<file path="src/rtl/hdpldadapt_avmm_cmdfifo_wr.sv">
// Write-side AVMM command FIFO: queues write/read commands from the upstream
// interface in a show-ahead circular buffer with status and sticky error flags.
module hdpldadapt_avmm_cmdfifo_wr #(
  parameter int FIFO_DEPTH = 8,
  parameter int ADDR_WIDTH = 10,
  parameter int DATA_WIDTH = 8
) (
  input  logic                             avmm_clk,
  input  logic                             avmm_rst,
  input  logic                             remote_pld_avmm_write,
  input  logic                             remote_pld_avmm_read,
  input  logic [ADDR_WIDTH-1:0]            remote_pld_avmm_reg_addr,
  input  logic [DATA_WIDTH-1:0]            remote_pld_avmm_writedata,
  input  logic [3:0]                       r_avmm_cmdfifo_pfull_thresh,
  input  logic                             cmdfifo_pop,
  input  logic                             sticky_clr,
  output logic [2+ADDR_WIDTH+DATA_WIDTH-1:0] cmdfifo_dout,
  output logic                             cmdfifo_empty,
  output logic                             cmdfifo_full,
  output logic [4:0]                       cmdfifo_count,
  output logic                             int_pld_avmm_cmdfifo_wr_pfull,
  output logic                             cmdfifo_ovf,
  output logic                             cmdfifo_udf,
  output logic                             cmd_conflict
);

  localparam int AW = $clog2(FIFO_DEPTH);
  localparam int PW = AW + 1;
  localparam int EW = 2 + ADDR_WIDTH + DATA_WIDTH;
  localparam logic [4:0] DEPTH5 = 5'(FIFO_DEPTH);

  logic [EW-1:0] mem [FIFO_DEPTH];

  logic [PW-1:0] wr_ptr_reg, rd_ptr_reg;
  logic [4:0]    count_reg, count_next;
  logic          empty_reg, full_reg, pfull_reg;
  logic          ovf_reg, udf_reg, conflict_reg;

  logic          push_req, push_ok, pop_ok;
  logic          ovf_event, udf_event, conflict_event;
  logic          pfull_next;
  logic [4:0]    thresh_eff;
  logic [EW-1:0] entry;

  // A simultaneous write+read strobe is recorded as a write.
  assign entry = {remote_pld_avmm_write,
                  remote_pld_avmm_read & ~remote_pld_avmm_write,
                  remote_pld_avmm_reg_addr,
                  remote_pld_avmm_writedata};

  assign push_req       = remote_pld_avmm_write | remote_pld_avmm_read;
  assign pop_ok         = cmdfifo_pop & ~empty_reg;
  // When full, a same-cycle pop frees the slot the push needs.
  assign push_ok        = push_req & (~full_reg | pop_ok);
  assign ovf_event      = push_req & full_reg & ~cmdfifo_pop;
  assign udf_event      = cmdfifo_pop & empty_reg;
  assign conflict_event = remote_pld_avmm_write & remote_pld_avmm_read;

  assign count_next = count_reg + 5'(push_ok) - 5'(pop_ok);
  assign thresh_eff = ({1'b0, r_avmm_cmdfifo_pfull_thresh} > DEPTH5) ?
                      DEPTH5 : {1'b0, r_avmm_cmdfifo_pfull_thresh};
  assign pfull_next = (r_avmm_cmdfifo_pfull_thresh != 4'd0) && (count_next >= thresh_eff);

  always_ff @(posedge avmm_clk) begin
    if (push_ok) begin
      mem[wr_ptr_reg[AW-1:0]] <= entry;
    end
  end

  always_ff @(posedge avmm_clk or posedge avmm_rst) begin
    if (avmm_rst) begin
      wr_ptr_reg   <= '0;
      rd_ptr_reg   <= '0;
      count_reg    <= '0;
      empty_reg    <= 1'b1;
      full_reg     <= 1'b0;
      pfull_reg    <= 1'b0;
      ovf_reg      <= 1'b0;
      udf_reg      <= 1'b0;
      conflict_reg <= 1'b0;
    end else begin
      if (push_ok) wr_ptr_reg <= wr_ptr_reg + PW'(1);
      if (pop_ok)  rd_ptr_reg <= rd_ptr_reg + PW'(1);
      count_reg    <= count_next;
      empty_reg    <= (count_next == 5'd0);
      full_reg     <= (count_next == DEPTH5);
      pfull_reg    <= pfull_next;
      // A new error event outranks a same-cycle clear.
      ovf_reg      <= ovf_event      | (ovf_reg      & ~sticky_clr);
      udf_reg      <= udf_event      | (udf_reg      & ~sticky_clr);
      conflict_reg <= conflict_event | (conflict_reg & ~sticky_clr);
    end
  end

  assign cmdfifo_dout                  = mem[rd_ptr_reg[AW-1:0]];
  assign cmdfifo_empty                 = empty_reg;
  assign cmdfifo_full                  = full_reg;
  assign cmdfifo_count                 = count_reg;
  assign int_pld_avmm_cmdfifo_wr_pfull = pfull_reg;
  assign cmdfifo_ovf                   = ovf_reg;
  assign cmdfifo_udf                   = udf_reg;
  assign cmd_conflict                  = conflict_reg;

endmodule
</file>
<file path="config.mk">
export PLATFORM = sky130hd
export DESIGN_NAME = hdpldadapt_avmm_cmdfifo_wr
export DESIGN_NICKNAME = d
export VERILOG_FILES = /design/src/rtl/hdpldadapt_avmm_cmdfifo_wr.sv
export SDC_FILE = /design/constraint.sdc
export NUM_CORES = 1
export LEC_CHECK = 0
export ABC_CLOCK_PERIOD_IN_PS = 6100
export CORE_MARGIN = 1
export CORE_UTILIZATION = 55
export DETAILED_ROUTE_END_ITERATION = 8
export PLACE_DENSITY = 0.76
export SYNTH_ARGS = -nofsm -noshare
export SYNTH_HDL_FRONTEND = slang
export SYNTH_SLANG_ARGS = --single-unit
</file>
<file path="constraint.sdc">
create_clock -name avmm_clk -period 6.1 [get_ports avmm_clk]
set_input_delay 1.22 -clock avmm_clk [delete_from_list [all_inputs] [get_ports avmm_clk]]
set_output_delay 1.22 -clock avmm_clk [all_outputs]
set_load 0.05 [all_outputs]
</file>
==> results of run 1 <==
-- critical path, stage by stage (launching register included) --
cell and delay (ns):
dfrtp_2 0.86, buf_4 0.42, mux4_1 0.59, mux2_2 0.31, clkdlybuf4s50_1 0.71
-- layer usage --
| layer | GRT usage, % | up-vias | part of all wire (%) |
|---|---|---|---|
| li1 | - | 1514 | - |
| met1 | 27.64 | 1760 | 45 |
| met3 | 5.753 | 8 | 3.6 |
| met2 | 33.21 | 71 | 51 |
| met5 | 0 | - | 0 |
| met4 | 7.607 | 0 | 0.85 |
-- cell usage after synthesis, drive strengths merged --
library cell  number  area, sq um
a21o               1        7.510
a21oi              4        20.02
buf               11        83.83
clkbuf             3        11.26
dfrtp             16        400.4
dfstp              1        26.28
edfxtp           160         4805
fa                 1        20.02
ha                11        137.6
inv               18        67.56
mux2              20        225.2
mux4              40         1028
nand2             14        52.55
nand2b             2        12.51
nor2               5        18.77
nor2b              2        12.51
nor3               4        20.02
nor3b              2        15.01
nor4               1        6.260
nor4b              2        17.52
o21ai              4        20.02
o31a               1        8.760
o32ai              1        8.760
or3                1        6.260
or4                1        7.510
xnor2              6        52.55
xor2               2        17.52
-- cell type report --
class / count / area (sq um)
Clock buffer: 18 / 429.2
Clock inverter: 13 / 192.7
Fill cell: 851 / 4054
Inverter: 18 / 67.56
Multi-Input combinational cell: 125 / 1765
Sequential cell: 177 / 5233
Tap cell: 172 / 215.2
Timing Repair Buffer: 69 / 663.1
-- power breakdown --
part | internal (uW) | switching (uW) | total, uW
logic | 810 | 1160 | 1970
clock network | 718 | 416 | 1130
registers | 1630 | 181 | 1810
-- stage by stage --
| step | worst slack (ns) | hold WS, ns | util [%] |
|---|---|---|---|
| after CTS | 1.503 | 0.5371 | 67.88 |
| after global placement | 1.668 | 0.5108 | 62.95 |
| after floorplan | 1.728 | 0.5460 | - |
| after global routing | 1.399 | 0.5556 | 67.88 |
| final | 1.549 | 0.5316 | 67.88 |
| after detailed placement | 1.514 | 0.5292 | 62.95 |
-- cell families after synthesis --
logic type / synth area share [%]
simple gates: 2.376
mux: 17.63
fa+ha+maj: 2.218
buf+inv: 2.288
compound gates: 0.9153
xor+xnor: 0.9856
flops: 73.58
-- worst max-delay path by stage --
stage | start | end | slack [ns]
after floorplan | cmdfifo_pop | mem[1][0]$_DFFE_PP_ | 1.73
final | rd_ptr_reg[0]$_DFFE_PP0P_ | cmdfifo_dout[10] | 1.55
after global routing | rd_ptr_reg[0]$_DFFE_PP0P_ | cmdfifo_dout[17] | 1.40
after CTS | rd_ptr_reg[0]$_DFFE_PP0P_ | cmdfifo_dout[10] | 1.50
after global placement | remote_pld_avmm_write | int_pld_avmm_cmdfifo_wr_pfull$_DFF_PP0_ | 1.67
after detailed placement | remote_pld_avmm_write | int_pld_avmm_cmdfifo_wr_pfull$_DFF_PP0_ | 1.51
-- layout by cell type, fill, tap and decap left out, types with 5 or more instances in the layout --
cell type and n:
dfrtp_1 15, clkbuf_16 17, ha_1 11, mux4_2 6
nand2_1 14, xnor2_1 6, mux4_1 34, edfxtp_1 160
buf_4 11, bufinv_16 5, clkdlybuf4s50_1 58, inv_1 17
mux2_2 20
==> run_results.csv, run 1 <==
group,metric,value,unit
clocking,clk_latency,0.42,ns
run,drv_cap,0,
clocking,cts_buffers,17,
sta,finalSetupTns,0,ns
floorplanning,dieArea,0.01338,sq mm
place,placed_cells,561,
finish,final_cells,592,
yosys,yosys_warnings,0,
place,dp_hpwl,7579,microns
worst_setup_path,crit_path_start_kind,"flop",
worst_setup_path,path_max_fanout,26,
sta,period_share,74.61,%
place,placed_area,0.007944,sq mm
sta,tightestPinTransition,1.077,ns
power,p_per_area,573.2,mW/mm^2
route,drt_iter0_drc,203,
sta,slew_headroom,28.19,%
finish,antennaDiodeCount,0,
route,routedWlPerCell,21.04,microns
route,drc,0,
hold_path,hold_depth,2,
route,ant_nets,0,
sta,report.final.hold_viol_count,0,
finish,syn_to_final_growth,20.49,%
finish,drive_above_1_share,17.86,%
sta,drv_slew,0,
hold_path,min_to,"cmd_conflict$_DFF_PP0_",
grt,grt_pass1_wl,19180,microns
clocking,cts_resized,0,
floorplanning,ioPinCount,59,
power,p_leak,0.002996,uW
yosys,synth_nets,374,
route,via_per_inst,5.664,
grt,globalRouteTotalUtil,20.74,%
clocking,worst_setup_hold_path_clk_slew,0.06,ns
clocking,hold_buffers,0,
worst_setup_path,reg2reg_from,"cmdfifo_empty$_DFF_PP1_",
finish,nNetsFinal,448,
clocking,cts_setup_buffers,0,
worst_setup_path,criticalPathCategory,"flop to output pin",
clocking,h-tree-depth,4,
worst_setup_path,cp.required,4.88,ns
run_status,outcome,"finished clean",
floorplanning,die_w,115.7,microns
yosys,synth.distinct_cells,31,
worst_setup_path,r2r_cells,13,
sta,fin_worst_skew,0.007227,ns
grt,grt_pass1_vias,3510,
grt,antenna_found_initial,0,
grt,grt_max_degree,27,
yosys,ys_ff_latch,177,
power,ir_drop,0.4436,mV
worst_setup_path,rr_endpoint,"int_pld_avmm_cmdfifo_wr_pfull$_DFF_PP0_",
floorplanning,placeableCoreArea,0.01262,sq mm
floorplanning,rows,41,
worst_setup_path,arrival,3.33,ns
yosys,syn-cell-area,0.007109,sq mm
yosys,yosysSeqAreaShare,73.58,%
worst_setup_path,worstSetupEndpointType,"output pin",
sta,layout_min_cycle_time,4.551,ns
place,gp_congestion,0.7789,
floorplanning,start_util,56.34,%
yosys,netlist_instances,334,
sta,rsz0062_at_grt,"false",
route,dr.pass1.iters,6,
clocking,cts_buffer_depth,2,
finish,largest_register_ffs,160,
clocking,clock-sinks,177,
route,vias,3353,
sta,setup_viol,0,
power,total_power,4910,uW
sta,max_freq,219.7,MHz
route,routed_wirelength,12460,microns
place,portBuffers,58,
hold_path,hold_path_class,"flop to flop",
grt,grt-ovfl-total,0,
clocking,cts_tree,"done",
floorplanning,fp.dieH,115.7,microns
yosys,syn_area_per_cell,21.29,sq um
clocking,cts_root_buffer,"clkbuf_16",
finish,final_area,0.008566,sq mm
worst_setup_path,r2r_slack,2.92,ns
hold_path,holdCritStartpoint,"cmd_conflict$_DFF_PP0_",
Power figures use the tool's default switching activity.
==> inputs of run 2 (changes only) <==
- ABC_CLOCK_PERIOD_IN_PS: 6100 -> 3650
- CORE_UTILIZATION: 55 -> 52
- clock period: 6.1 -> 3.65 ns (I/O delays scaled with it)
==> run_results.csv, run 2 (synthesis results as in run 1) <==
group,metric,value,unit
run_status,outcome,"finished clean",
floorplanning,fp.dieH,118.9,microns
worst_setup_path,crit_path_max_incr_delay,0.70,ns
sta,layout_min_cycle_time,3.515,ns
sta,period_share,96.29,%
worst_setup_path,criticalPathCategory,"flop to output pin",
sta,rsz0062_at_grt,"false",
floorplanning,dieArea,0.01414,sq mm
floorplanning,die_w,118.9,microns
place,portBuffers,58,
run,drv_cap,0,
power,p_leak,0.003054,uW
route,vias,3400,
clocking,cts_root_buffer,"clkbuf_16",
clocking,clock-sinks,177,
place,gp_congestion,0.7648,
grt,grt-ovfl-total,0,
finish,final_area,0.008647,sq mm
clocking,clk_latency,0.42,ns
floorplanning,placeableCoreArea,0.01330,sq mm
hold_path,hold_path_class,"flop to flop",
route,dr.pass1.iters,5,
finish,syn_to_final_growth,21.63,%
route,via_per_inst,5.556,
finish,largest_register_ffs,160,
finish,drive_above_1_share,20.18,%
floorplanning,ioPinCount,59,
finish,final_cell_mix,"160 x edfxtp_1, 58 x clkdlybuf4s50_1, 34 x mux4_1",
finish,final_util,65.04,%
clocking,cts_tree,"done",
power,p_per_area,942.8,mW/mm^2
worst_setup_path,crit_path_top_delay_cell,"clkdlybuf4s50_1",
grt,grt_max_degree,23,
sta,tightestPinTransition,0.6406,ns
grt,grt_pass1_wl,19660,microns
sta,holdWs,0.5253,ns
worst_setup_path,cp_cell_sequence,"buf_4, mux4_1, mux2_2, clkdlybuf4s50_1",
power,ir_drop,0.6447,mV
sta,fin_worst_skew,0.007559,ns
clocking,cts_buffer_depth,2,
finish,layout_commonest_cell,"edfxtp_1",
clocking,hold_buffers,0,
sta,setup_ws,0.1354,ns
clocking,cts_buffers,17,
worst_setup_path,worstSetupEndpointType,"output pin",
route,ant_nets,0,
grt,antenna_found_initial,0,
sta,drv_slew,0,
route,drt_iter0_drc,307,
clocking,cts_setup_buffers,0,
sta,slew_headroom,57.25,%
worst_setup_path,crit_path_start_kind,"flop",
finish,nNetsFinal,463,
place,dp_hpwl,7855,microns
place,post-place-ws,-0.04298,ns
clocking,worst_setup_hold_path_clk_slew,0.06,ns
grt,globalRouteTotalUtil,19.48,%
sta,max_freq,284.5,MHz
worst_setup_path,arrival,2.78,ns
worst_setup_path,cp.required,2.92,ns
finish,antennaDiodeCount,0,
power,total_power,8152,uW
sta,report.final.hold_viol_count,0,
place,placed_area,0.008070,sq mm
floorplanning,rows,42,
grt,grt_pass1_vias,3629,
sta,setup_viol,0,
clocking,cts_resized,0,
route,routedWlPerCell,20.78,microns
route,drc,0,
clocking,h-tree-depth,4,
floorplanning,start_util,53.47,%
route,routed_wirelength,12720,microns
worst_setup_path,path_max_fanout,22,
## run 2: cell types whose count changed in the layout (fill, tap and decap cells not counted), sizes merged
cell    previous run  this run
buf               11        26
bufinv             5         3
clkbuf            18        19
clkinv             7         9
## run 2: worst max-delay path, delay by kind of cell (launching register included)
kind | cells | cell delay (ns)
buf+inv | 2 | 1.05
flops | 1 | 0.36
mux | 2 | 0.94
## run 2: path summary, 6_finish.rpt
kind	startpoint	to	slack, ns	cells past startpoint
max reg2reg	cmdfifo_empty$_DFF_PP1_	int_pld_avmm_cmdfifo_wr_pfull$_DFF_PP0_	0.74	13
min in group asynchronous	avmm_rst	cmdfifo_full$_DFF_PP0_	0.70	2
min	cmdfifo_udf$_DFF_PP0_	cmdfifo_udf$_DFF_PP0_	0.53	2
min reg2reg	cmdfifo_udf$_DFF_PP0_	cmdfifo_udf$_DFF_PP0_	0.53	2
max in group asynchronous	avmm_rst	rd_ptr_reg[0]$_DFFE_PP0P_	2.50	2
max	rd_ptr_reg[0]$_DFFE_PP0P_	cmdfifo_dout[2]	0.14	4
## run 2: where the power goes
group          total (uW)  leakage (uW)  switching [uW]  internal (uW)
clock network        1760      0.000278             701           1060
registers            2890       0.00167             169           2720
logic                3500       0.00111            2070           1420
total                8150       0.00305            2940           5210
## run 2: metrics by stage
step	TNS (ns)	std cells
after floorplan	0	334
after global placement	0	580
after detailed placement	-0.04298	580
after CTS	0	612
after global routing	0	612
final	0	612
## run 2: layer usage
layer	global-route usage [%]	wire length [microns]	up-vias
met3	5.508	616	15
li1	-	-	1550
met5	0	0	-
met4	5.459	182	0
met1	24.63	5305	1752
met2	33.08	6610	83
## run 2: layout make-up
type                            count  area [sq um]
Sequential cell                   177          5233
Inverter                           18         67.56
Clock inverter                     13         143.9
Multi-Input combinational cell    125          1774
Fill cell                         894          4648
Clock buffer                       19         432.9
Timing Repair Buffer               84         775.7
Tap cell                          176         220.2
==> inputs of run 3 (changes only) <==
- CORE_MARGIN: 1 -> not set
==> results of run 3 <==
Final layout, timing and power as in run 2 (identical DEF).
